===== config.mk =====
export PLATFORM = sky130hd
export DESIGN_NAME = mlp_sequencer_flat
export DESIGN_NICKNAME = d
export VERILOG_FILES = /design/src/rtl/mlp_pkg.sv /design/src/rtl/mlp_sequencer_if.sv /design/src/rtl/argmax_vec.sv /design/src/rtl/mlp_sequencer.sv /design/src/flat_wrapper.sv
export SDC_FILE = /design/constraint.sdc
export NUM_CORES = 1
export LEC_CHECK = 0
export BUFFER_PORTS_ARGS = -buffer_cell sky130_fd_sc_hd__buf_2
export CAP_MARGIN = 20
export CELL_PAD_IN_SITES_DETAIL_PLACEMENT = 1
export CELL_PAD_IN_SITES_GLOBAL_PLACEMENT = 2
export CORE_ASPECT_RATIO = 0.6
export CORE_MARGIN = 3
export CORE_UTILIZATION = 30
export DETAILED_ROUTE_END_ITERATION = 12
export PLACE_DENSITY = 0.86
export SYNTH_ARGS = -nofsm -noshare
export SYNTH_HDL_FRONTEND = slang
export SYNTH_HIERARCHICAL = 1
export SYNTH_SLANG_ARGS = --single-unit

===== constraint.sdc =====
create_clock -name clk -period 34.3 [get_ports clk]
set_input_delay 5.145 -clock clk [delete_from_list [all_inputs] [get_ports clk]]
set_output_delay 5.145 -clock clk [all_outputs]
set_load 0.005 [all_outputs]

===== src/rtl/mlp_pkg.sv =====
// rtl/mlp_pkg.sv - shared types and sizing helpers for the MLP network sequencer
package mlp_pkg;

   typedef enum logic [2:0] {
      S_IDLE,
      S_RUN,
      S_GAP,
      S_SCAN,
      S_FINISH
   } seq_state_t;

   // Running-best record; fields are sized for the widest supported build and
   // trimmed to the real class/data widths at the outputs.
   localparam int IDX_MAX_W   = 16;
   localparam int SCORE_MAX_W = 32;

   typedef struct packed {
      logic [IDX_MAX_W-1:0]          idx;
      logic signed [SCORE_MAX_W-1:0] score;
      logic                          valid;
   } argmax_t;

   function automatic int vec_depth(input int n, input int vec);
      return (n + vec - 1) / vec;
   endfunction

   function automatic int addr_w(input int depth);
      return (depth <= 1) ? 1 : $clog2(depth);
   endfunction

endpackage


===== src/rtl/mlp_sequencer_if.sv =====
// rtl/mlp_sequencer_if.sv - layer-engine handshake and final-output BRAM port bundle
interface mlp_sequencer_if #(
   parameter int NUM_LAYERS = 3,
   parameter int DATA_WIDTH = 16,
   parameter int VEC        = 16,
   parameter int OUT_DEPTH  = 10,
   localparam int LIDX_WIDTH     = $clog2(NUM_LAYERS) + 1,
   localparam int OUT_ADDR_WIDTH = mlp_pkg::addr_w(mlp_pkg::vec_depth(OUT_DEPTH, VEC))
);
   logic [NUM_LAYERS-1:0]     layer_start;
   logic [NUM_LAYERS-1:0]     layer_done;
   logic [LIDX_WIDTH-1:0]     layer_idx;
   logic [OUT_ADDR_WIDTH-1:0] out_rdaddr;
   logic [VEC*DATA_WIDTH-1:0] out_q;

   modport master (output layer_start, layer_idx, out_rdaddr, input layer_done, out_q);
   modport slave  (input layer_start, layer_idx, out_rdaddr, output layer_done, out_q);
endinterface


===== src/rtl/argmax_vec.sv =====
// rtl/argmax_vec.sv - combinational signed argmax over one BRAM word with lane mask
module argmax_vec #(
   parameter int VEC        = 16,
   parameter int DATA_WIDTH = 16,
   localparam int LANE_WIDTH = mlp_pkg::addr_w(VEC)
) (
   input  logic [VEC*DATA_WIDTH-1:0]   data,
   input  logic [VEC-1:0]              mask,
   output logic [LANE_WIDTH-1:0]       best_lane,
   output logic signed [DATA_WIDTH-1:0] best_val,
   output logic                        any_valid
);
   logic signed [DATA_WIDTH-1:0] lane;

   // Walk lanes upward; strictly-greater replacement keeps the lowest lane on ties.
   always_comb begin
      best_lane = '0;
      best_val  = '0;
      any_valid = 1'b0;
      lane      = '0;
      for (int l = 0; l < VEC; l++) begin
         lane = data[l*DATA_WIDTH +: DATA_WIDTH];
         if (mask[l] && (!any_valid || lane > best_val)) begin
            best_lane = LANE_WIDTH'(l);
            best_val  = lane;
            any_valid = 1'b1;
         end
      end
   end
endmodule


===== src/rtl/mlp_sequencer.sv =====
// rtl/mlp_sequencer.sv - sequences the layer engines then argmax-scans the final output
module mlp_sequencer
   import mlp_pkg::*;
#(
   parameter int NUM_LAYERS = 3,
   parameter int DATA_WIDTH = 16,
   parameter int VEC        = 16,
   parameter int OUT_DEPTH  = 10,
   parameter int CYC_WIDTH  = 32,
   localparam int OUT_VEC_DEPTH  = vec_depth(OUT_DEPTH, VEC),
   localparam int OUT_ADDR_WIDTH = addr_w(OUT_VEC_DEPTH),
   localparam int CLASS_WIDTH    = addr_w(OUT_DEPTH)
) (
   input  logic                   clk,
   input  logic                   rst,
   input  logic                   start,
   input  logic                   abort,
   output logic                   busy,
   output logic                   done,
   mlp_sequencer_if.master        eng,
   output logic [CLASS_WIDTH-1:0] class_idx,
   output logic [DATA_WIDTH-1:0]  class_score,
   output logic                   class_valid,
   output logic [CYC_WIDTH-1:0]   cycle_count
);
   localparam int LIDX_WIDTH = $clog2(NUM_LAYERS) + 1;
   localparam int LANE_WIDTH = addr_w(VEC);
   localparam int SCAN_WIDTH = addr_w(OUT_VEC_DEPTH + 1);
   localparam logic [LIDX_WIDTH-1:0]     LAST_LAYER = LIDX_WIDTH'(NUM_LAYERS - 1);
   localparam logic [SCAN_WIDTH-1:0]     SCAN_LAST  = SCAN_WIDTH'(OUT_VEC_DEPTH);
   localparam logic [OUT_ADDR_WIDTH-1:0] ADDR_LAST  = OUT_ADDR_WIDTH'(OUT_VEC_DEPTH - 1);

   seq_state_t                 state, state_nx;
   logic [LIDX_WIDTH-1:0]      layer_idx;
   logic [OUT_ADDR_WIDTH-1:0]  rdaddr, word_q;
   logic [SCAN_WIDTH-1:0]      scan_cnt;
   argmax_t                    best, merged;
   logic [VEC-1:0]             lane_mask;
   logic [LANE_WIDTH-1:0]      lane_best;
   logic signed [DATA_WIDTH-1:0]  lane_val;
   logic signed [SCORE_MAX_W-1:0] lane_ext;
   logic                       lane_any;
   logic                       cur_done, accept, reduce_en;

   assign busy           = (state != S_IDLE);
   assign done           = (state == S_FINISH);
   assign accept         = (state == S_IDLE) && (state_nx == S_RUN);
   assign reduce_en      = (state == S_SCAN) && (scan_cnt != '0);
   assign eng.layer_idx  = layer_idx;
   assign eng.out_rdaddr = rdaddr;
   assign lane_ext       = SCORE_MAX_W'(lane_val);

   // Only the active layer drives start, and only its done bit is listened to.
   always_comb begin
      eng.layer_start = '0;
      cur_done        = 1'b0;
      for (int i = 0; i < NUM_LAYERS; i++) begin
         if (layer_idx == LIDX_WIDTH'(i)) begin
            eng.layer_start[i] = (state == S_RUN);
            cur_done           = eng.layer_done[i];
         end
      end
   end

   // State register.
   always_ff @(posedge clk) begin
      if (rst) state <= S_IDLE;
      else     state <= state_nx;
   end

   // Next-state logic; abort overrides everything outside IDLE.
   always_comb begin
      state_nx = state;
      case (state)
         S_IDLE:   if (start && !abort) state_nx = S_RUN;
         S_RUN:    if (cur_done) state_nx = (layer_idx == LAST_LAYER) ? S_SCAN : S_GAP;
         S_GAP:    state_nx = S_RUN;
         S_SCAN:   if (scan_cnt == SCAN_LAST) state_nx = S_FINISH;
         S_FINISH: state_nx = S_IDLE;
         default:  state_nx = S_IDLE;
      endcase
      if (abort && (state != S_IDLE)) state_nx = S_IDLE;
   end

   // Lanes past the last real element of the final layer are never candidates.
   always_comb begin
      lane_mask = '0;
      for (int l = 0; l < VEC; l++)
         lane_mask[l] = (int'(word_q) * VEC + l) < OUT_DEPTH;
   end

   argmax_vec #(.VEC(VEC), .DATA_WIDTH(DATA_WIDTH)) u_argmax (
      .data      (eng.out_q),
      .mask      (lane_mask),
      .best_lane (lane_best),
      .best_val  (lane_val),
      .any_valid (lane_any)
   );

   // Fold the current word's winner into the running best; earlier words win ties.
   always_comb begin
      merged = best;
      if (reduce_en && lane_any && (!best.valid || lane_ext > best.score)) begin
         merged.idx   = IDX_MAX_W'(int'(word_q) * VEC + int'(lane_best));
         merged.score = lane_ext;
         merged.valid = 1'b1;
      end
   end

   // Layer index, scan address/best tracking, result capture and run-cycle counter.
   always_ff @(posedge clk) begin
      if (rst) begin
         layer_idx   <= '0;
         rdaddr      <= '0;
         word_q      <= '0;
         scan_cnt    <= '0;
         best        <= '0;
         class_idx   <= '0;
         class_score <= '0;
         class_valid <= 1'b0;
         cycle_count <= '0;
      end else begin
         word_q <= rdaddr;
         if (accept) begin
            layer_idx   <= '0;
            cycle_count <= '0;
            class_valid <= 1'b0;
         end else if (busy && !(&cycle_count)) begin
            cycle_count <= cycle_count + 1'b1;
         end
         if (state == S_GAP) layer_idx <= layer_idx + 1'b1;
         if ((state == S_RUN) && (state_nx == S_SCAN)) begin
            rdaddr   <= '0;
            scan_cnt <= '0;
            best     <= '0;
         end else if (state == S_SCAN) begin
            scan_cnt <= scan_cnt + 1'b1;
            if (rdaddr != ADDR_LAST) rdaddr <= rdaddr + 1'b1;
            best <= merged;
         end
         if ((state == S_SCAN) && (state_nx == S_FINISH)) begin
            class_valid <= 1'b1;
            class_idx   <= merged.idx[CLASS_WIDTH-1:0];
            class_score <= merged.score[DATA_WIDTH-1:0];
         end
      end
   end
endmodule


===== src/flat_wrapper.sv =====
// flat-port wrapper written by rule: the top's interface ports become plain ports
module mlp_sequencer_flat import mlp_pkg::*;
#(
   parameter int NUM_LAYERS = 3,
   parameter int DATA_WIDTH = 16,
   parameter int VEC        = 16,
   parameter int OUT_DEPTH  = 10,
   parameter int CYC_WIDTH  = 32,
   localparam int OUT_VEC_DEPTH  = vec_depth(OUT_DEPTH, VEC),
   localparam int OUT_ADDR_WIDTH = addr_w(OUT_VEC_DEPTH),
   localparam int CLASS_WIDTH    = addr_w(OUT_DEPTH)
)
  (clk, rst, start, abort, busy, done, class_idx, class_score, class_valid, cycle_count, eng_layer_start, eng_layer_idx, eng_out_rdaddr, eng_layer_done, eng_out_q);
  mlp_sequencer_if #(.NUM_LAYERS(NUM_LAYERS), .DATA_WIDTH(DATA_WIDTH), .VEC(VEC), .OUT_DEPTH(OUT_DEPTH)) eng_i ();
  input  logic clk;
  input  logic rst;
  input  logic start;
  input  logic abort;
  output logic busy;
  output logic done;
  output logic [CLASS_WIDTH-1:0] class_idx;
  output logic [DATA_WIDTH-1:0] class_score;
  output logic class_valid;
  output logic [CYC_WIDTH-1:0] cycle_count;
  output wire logic [$bits(eng_i.layer_start)-1:0] eng_layer_start;
  output wire logic [$bits(eng_i.layer_idx)-1:0] eng_layer_idx;
  output wire logic [$bits(eng_i.out_rdaddr)-1:0] eng_out_rdaddr;
  input wire logic [$bits(eng_i.layer_done)-1:0] eng_layer_done;
  input wire logic [$bits(eng_i.out_q)-1:0] eng_out_q;
  assign eng_layer_start = eng_i.layer_start;
  assign eng_layer_idx = eng_i.layer_idx;
  assign eng_out_rdaddr = eng_i.out_rdaddr;
  assign eng_i.layer_done = eng_layer_done;
  assign eng_i.out_q = eng_out_q;
  mlp_sequencer #(.NUM_LAYERS(NUM_LAYERS), .DATA_WIDTH(DATA_WIDTH), .VEC(VEC), .OUT_DEPTH(OUT_DEPTH), .CYC_WIDTH(CYC_WIDTH)) u_core (.clk(clk), .rst(rst), .start(start), .abort(abort), .busy(busy), .done(done), .eng(eng_i), .class_idx(class_idx), .class_score(class_score), .class_valid(class_valid), .cycle_count(cycle_count));
endmodule

Word level (Yosys, flattened, before mapping). Index checks and enable logic that the tools add are counted.

Bitwise logic cells: 0. Div/mod/pow operators: 0. Muxes and demuxes: 65. Multiply operators: 0. Eq/ne operators: 9. Reduce and logical (&&, ||, !) cells: 67. Magnitude comparators: 32. $add $sub $neg: 20. Shifts and indexed selects: 0.

Operators by type and width (number): less-than comparator 32 x 5 -> 1 bit, second input constant (15); two-way mux 16 bit (16); greater-than comparator 16 bit (15); two-way mux 4 bit (14); adder 5 x 4 -> 6 bit, second input constant (8); two-way mux 37 bit (1); adder 32 x 1 -> 32 bit, second input constant (1); AND reduction 32 bit (1); two-way mux 1 bit (27); adder 5 x 3 -> 6 bit, second input constant (4); logical AND 1 bit (24); zero test 1 bit (18); two-way mux 3 bit (6); greater-than comparator 16 x 17 -> 1 bit (1); logical OR 1 bit (16); adder 5 x 2 -> 6 bit, second input constant (2); == test 3 x 2 -> 1 bit, second input constant (4); one-hot mux 3 bit (4 select lines) (1); == test 3 x 1 -> 1 bit, second input constant (3); adder 5 x 1 -> 6 bit, second input constant (1); == test 3 bit, second input constant (2); zero test 3 bit (2); less-than comparator 5 x 4 -> 1 bit, second input constant (1); adder 1 x 4 -> 4 bit, first input constant (1); other kinds (6) (9).

Bits in read-only memories: 0. Word-level logic and storage cells: 206. Bits of input ports: 263. Flip-flop bits (word level): 84. Latch bits: 0. Memories: 0. RAM bits: 0.

Logic depth before layout (Yosys ltp).
Depth after elaboration: 66. Depth in mapped cells: 175. Gate-level depth less buffers: 145.

By module. The synthesis kept the hierarchy.

By module, submodules not included: argmax_vec (area an instance 11000.6 um^2, instances 1, cells each 1504, seq. area each 0.0 um^2); mlp_sequencer (area an instance 4271.6 um^2, instances 1, cells each 510, seq. area each 1641.6 um^2).

Worst setup path before layout. Ideal clock, no wire load.

Kind: in2reg. Start point: input port eng_out_q[15]. End point: register u_core.class_idx[1]. Arrival time: 26431 ps. Setup time: 59 ps. Cell stages on the path: 98. Required time: 34241 ps. Slack: 7810 ps. Path through: and2_1 -> inv_1 -> ha_1 -> nand4_4 -> nor4_4 -> a2111oi_1 -> a211o_1 -> o211ai_1 -> buf_2 -> buf_1 -> a22oi_1 -> ha_1 -> nand3_1 -> or4_1 -> a21o_1 -> a31oi_4 -> and2_1 -> clkbuf_1 -> [62 not listed] -> a211o_1 -> a21oi_2 -> or3_1 -> buf_2 -> nor3_4 -> buf_4 -> a221o_1 -> a2111oi_4 -> nor3_2 -> a221o_1 -> ha_1 -> nand4_1 -> nor4_1 -> o31ai_1 -> and3_1 -> nand2_1 -> clkbuf_1 -> o221a_2.

Cells in the longest elaborated chain, start to end: 65. Elaborated cells on any way between the ends: 111. Those cells by class: add/sub: 1; order compare: 16; mux: 47; reduce/logical: 47.

RTL lines: start: declaration (RTL line flat_wrapper.sv:29) `input wire logic [$bits(eng_i.out_q)-1:0] eng_out_q;`; two-way mux 16 bit (*) (RTL line argmax_vec.sv:23) `if (mask[l] && (!any_valid || lane > best_val)) begin`; greater-than comparator 16 bit (RTL line argmax_vec.sv:23); logical OR 1 bit (RTL line argmax_vec.sv:23); logical AND 1 bit (RTL line argmax_vec.sv:23); two-way mux 16 bit or two-way mux 1 bit (tied branches) (RTL line argmax_vec.sv:23); greater-than comparator 16 bit or zero test 1 bit (tied branches) (RTL line argmax_vec.sv:23); logical OR 1 bit (RTL line argmax_vec.sv:23); logical AND 1 bit (RTL line argmax_vec.sv:23); [50 not listed]; logical OR 1 bit (RTL line argmax_vec.sv:23); logical AND 1 bit (RTL line argmax_vec.sv:23); two-way mux 16 bit (*) (RTL line argmax_vec.sv:23); via u_core.lane_val[14] (RTL line mlp_sequencer.sv:40) `logic signed [DATA_WIDTH-1:0] lane_val;`; greater-than comparator 16 x 17 -> 1 bit (*) (RTL line mlp_sequencer.sv:103) `if (reduce_en && lane_any && (!best.valid || lane_ext > best.score)) begin`; logical OR 1 bit (*) (RTL line mlp_sequencer.sv:103); logical AND 1 bit (*) (RTL line mlp_sequencer.sv:103); two-way mux 37 bit (*) (RTL line mlp_sequencer.sv:103); end signal: assignment (RTL line mlp_sequencer.sv:143) `class_idx <= merged.idx[CLASS_WIDTH-1:0];`; end: declaration (RTL line mlp_sequencer.sv:21) `output logic [CLASS_WIDTH-1:0] class_idx,`.

Mark *: on every way through the listed nets, which the timed path passes. The rest lies on a longest branch. A chain may end at the register's enable or synchronous reset.

Final worst setup path.
Start point: input port eng_out_q[9]. End point: register u_core.class_score[8].

Cells in the longest elaborated chain, start to end: 65. Elaborated cells on any way between the ends: 95. Those cells by class: order compare: 16; mux: 32; reduce/logical: 47.

RTL lines: two-way mux 16 bit (*) (RTL line argmax_vec.sv:23); greater-than comparator 16 bit (RTL line argmax_vec.sv:23); logical OR 1 bit (RTL line argmax_vec.sv:23); logical AND 1 bit (RTL line argmax_vec.sv:23); two-way mux 16 bit or two-way mux 1 bit (tied branches) (RTL line argmax_vec.sv:23); greater-than comparator 16 bit or zero test 1 bit (tied branches) (RTL line argmax_vec.sv:23); logical OR 1 bit (RTL line argmax_vec.sv:23); logical AND 1 bit (RTL line argmax_vec.sv:23); [50 not listed]; logical OR 1 bit (RTL line argmax_vec.sv:23); logical AND 1 bit (RTL line argmax_vec.sv:23); two-way mux 16 bit (*) (RTL line argmax_vec.sv:23); via u_core.lane_val[7] (RTL line mlp_sequencer.sv:40); greater-than comparator 16 x 17 -> 1 bit (*) (RTL line mlp_sequencer.sv:103); logical OR 1 bit (*) (RTL line mlp_sequencer.sv:103); logical AND 1 bit (*) (RTL line mlp_sequencer.sv:103); two-way mux 37 bit (*) (RTL line mlp_sequencer.sv:103); end signal: assignment (RTL line mlp_sequencer.sv:144) `class_score <= merged.score[DATA_WIDTH-1:0];`; end: declaration (RTL line mlp_sequencer.sv:22) `output logic [DATA_WIDTH-1:0] class_score,`.

Marks and branches as above.

==> flow_summary_export.csv <==
group,metric,value,unit
cts,cts_buffers,9,
cts,cts.htree.levels,3,
synthesis,syn_area,15270,um2
die,start_util,30.66,%
routing,ant_nets,0,
worst_hold_path,hold_path.class,"reg2reg",
cells_and_area,final_common_cell,"buf_2",
cts,clk_latency,350,ps
die,dieArea,53740,um2
critical_path,worst_path_max_delay_cell,"o32a_1",
routing,wl_per_cell,23.99,um
timing,drv_slew,188,
pwr,vdd_drop_max,71.38,uV
critical_path,ff2ff_path_depth,8,
pwr,total_power,1921,uW
synthesis,synth_ff_type,"dfxtp_1",
cells_and_area,multi_input_area,12730,um2
cells_and_area,regArea,1642,um2
grt,grt_max_degree,51,
grt,antenna_found_initial,16,
grt,gr-total-overflow,0,
critical_path,required,34530,ps
timing,setup_slack,1760,ps
critical_path,endpoint_kind,"flop",
pwr,p_seq_share,5.0,%
grt,grt_pass1_vias,17514,
pwr,power.leakage,0.008262,uW
timing,fin_setup_tns,0,ps
die,fp.dieH,180.8,um
routing,vias_per_cell,5.780,
cts,cts_buffer_depth,2,
pwr,p_switching,1132,uW
cts,root_buffer,"clkbuf_16",
synthesis,synth-edff-count,0,
cells_and_area,mostFrequentLayoutCells,"323 x buf_2, 262 x ha_1, 174 x inv_1, 134 x nor2_1, 121 x a21oi_1",
critical_path,r2r_start,"u_core/best[16]$_SDFFE_PP0N_",
cells_and_area,fin_nets,2837,
timing,hold_viol_final,0,
cells_and_area,area_growth,17.89,%
synthesis,synth_area_per_cell,7.583,um2
critical_path,worstPathBufferInverterCount,10,
timing,fmax,30.73,MHz
routing,vias,17422,
pwr,combPwrFrac,90.0,%
pwr,p_sw_share,58.89,%
synthesis,ys_ff_latch,82,
cts,clock-sinks,82,
placed_design,portBuffers,323,
die,rows,63,
worst_hold_path,holdPathEnd,"u_core/best[3]$_SDFFE_PP0N_",
pwr,p_int,789.9,uW
placed_design,dpl.hpwl,61110,um
critical_path,regToRegEndpoint,"u_core/class_score[8]$_SDFFE_PP0P_",
die,num_io_pins,325,
timing,rsz0062_at_grt,"false",
placed_design,gp_congestion,0.9538,
cts,tritoncts,"yes",
critical_path,critical-path-max-stage-delay,770,ps
synthesis,ys_async_sr_fraction,0,%
critical_path,arrival,32770,ps
grt,grt_use_total,25.54,%
synthesis,yosys.cell_types.count,93,
timing,fin_crit,32540,ps
cells_and_area,drive_gt1_share,20.28,%
critical_path,crit_fanout,33,
routing,firstDrtPassIters,5,
synthesis,seq_area_frac_synth,10.75,%
routing,drt_iter0_markers,1329,
critical_path,r2r_setup_slack,31010,ps
routing,routed_wl,72320,um
cts,path_clk_slew,80,ps
status,outcome,"finished with violations",
status,violations,"slew limit",
timing,finalSetupViolations,0,
job,max_cap_violations,0,
die,fp.dieW,297.3,um
grt,grt_pass1_wl,107500,um
timing,slew_headroom,-116.6,%
synthesis,yosysWarnings,6,
pwr,pwr_density_cell,106.7,nW/um2
synthesis,synthCells,2014,
worst_hold_path,hold_depth,2,
timing,fin_skew,13.88,ps
critical_path,cp-start-kind,"primary input",
timing,worst_slew_pin_slew,3228,ps
critical_path,crit_family,"compound AO/OA/AOI/OAI gates",
critical_path,crit_top_cell,"ha_1",
cells_and_area,nFillCells,6303,
worst_hold_path,min-delay-start,"u_core/best[3]$_SDFFE_PP0N_",
critical_path,cp_num_cells,85,
routing,drc,0,
pwr,clkPwrFrac,5.0,%
timing,fin_crit_sh,94.87,%
placed_design,dpl_worst_slack,848.8,ps
die,core,49820,um2
critical_path,critical_path_class,"in2reg",
worst max path at each step:
| stage | startpoint | to | slack (ps) |
|---|---|---|---|
| CTS | eng_out_q[7] | u_core/class_idx[2]$_SDFFE_PP0P_ | 1090 |
| floorplan | eng_out_q[15] | u_core/class_idx[1]$_SDFFE_PP0P_ | 7810 |
| global placement | eng_out_q[14] | u_core/class_score[9]$_SDFFE_PP0P_ | 1860 |
| detailed placement | eng_out_q[15] | u_core/class_idx[2]$_SDFFE_PP0P_ | 850 |
| finish | eng_out_q[9] | u_core/class_score[8]$_SDFFE_PP0P_ | 1760 |
| global route | eng_out_q[9] | u_core/class_score[8]$_SDFFE_PP0P_ | 190 |
final cells by class:
class | count | share of cell area, %
tap | 682 | 4.739
antenna | 15 | 0.2085
clock inverter | 6 | 0.2641
timing repair buffer | 340 | 9.951
inverter | 176 | 3.669
sequential | 82 | 9.117
clock buffer | 10 | 1.327
multi-input combinational | 1703 | 70.72
power groups by stage:
stage | sequential (uW) | clock [uW] | combinational [uW]
final | 96.1 | 96.0 | 1730
after detailed placement | 98.2 | 0 | 1600
after floorplan | 98.0 | 0 | 1180
after CTS | 96.1 | 97.5 | 1610
after global routing | 96.1 | 102 | 1890
after global placement | 98.2 | 0 | 1550
cells in the mapped netlist, types with 9 or more instances:
master    count  area (um2)
a31o_1       11       96.34
o41ai_1       9       78.83
nand2_1     107       401.6
a211oi_1     39       292.8
nor2b_1      22       137.6
o21ai_1      20       100.1
a31oi_1      24       150.1
nand4_1      73       456.7
inv_1       174       653.1
buf_2        18       90.09
a21oi_1     121       605.6
mux2i_1      34       340.3
dfxtp_1      82        1642
ha_1        262        3278
a221o_1      47       470.5
o21ai_0     102       510.5
xnor2_1      13       113.9
o211ai_1     17       127.6
mux2_2       33       371.6
nor3_1       80       400.4
o21a_1       24       180.2
o221a_2      20       225.2
and2_1       42       262.8
nor4_1       11       68.82
a311oi_1     15       131.4
a22oi_1      16       120.1
clkbuf_1     77       289.0
nor2_1      134       503.0
or3_1        16       100.1
a211o_1      10       87.58
o21bai_1     19       142.6
and3_1       13       81.33
nand3_1      68       340.3
and4_1       12       105.1
nand2b_1     24       150.1
o31ai_1      34       255.2
a21o_1       53       397.9
routing by layer:
layer  part of all wire [%]  GRT usage (%)  routed length (um)
met5                      0              0                   0
met4                    1.9          6.672                1340
met3                    7.6          5.657                5506
met2                     43          38.20               30740
met1                     48          36.76               34730
metrics by stage:
stage          instances  cell area (um2)  util [%]  hold slack [ps]
2_1_floorplan       2069            15480         -            454.2
3_3_place_gp        2978            17590     35.31            463.3
3_5_place_dp        2978            17590     35.31            485.5
4_1_cts             2994            17880     35.89            498.5
5_1_grt             3013            18000     36.14            509.9
6_report            3014            18000     36.14            498.4
tightest hold or removal path, delay by kind of cell (launching register included):
| kind | cells | cell delay [ps] |
|---|---|---|
| AO/OA/AOI/OAI | 2 | 130 |
| flip-flops | 1 | 320 |
cells by family after synthesis:
group,synth area share (%)
XOR/XNOR,1.147
multiplexers,4.662
AO/OA/AOI/OAI,32.21
other,0.04917
buffers and inverters,7.455
flip-flops,10.75
adder cells (fa/ha/maj),21.46
AND/OR/NAND/NOR,22.26
timing repair:
| item | in CTS | in global routing |
|---|---|---|
| endpoints found under the setup margin | 0 | 20 |
| setup buffers | 0 | 0 |
| hold buffers | 0 | 0 |
| resized for setup | 0 | 1 |
sequential cells by signal (all words and copies together), names as in the netlist:
| signal | count |
|---|---|
| u_core/scan_cnt | 1 |
| u_core/eng.layer_idx | 3 |
| u_core/class_idx | 4 |
| u_core/cycle_count | 32 |
| u_core/class_valid | 1 |
| u_core/state | 3 |
| u_core/best | 22 |
| u_core/class_score | 16 |
Power figures use the tool's default switching activity.
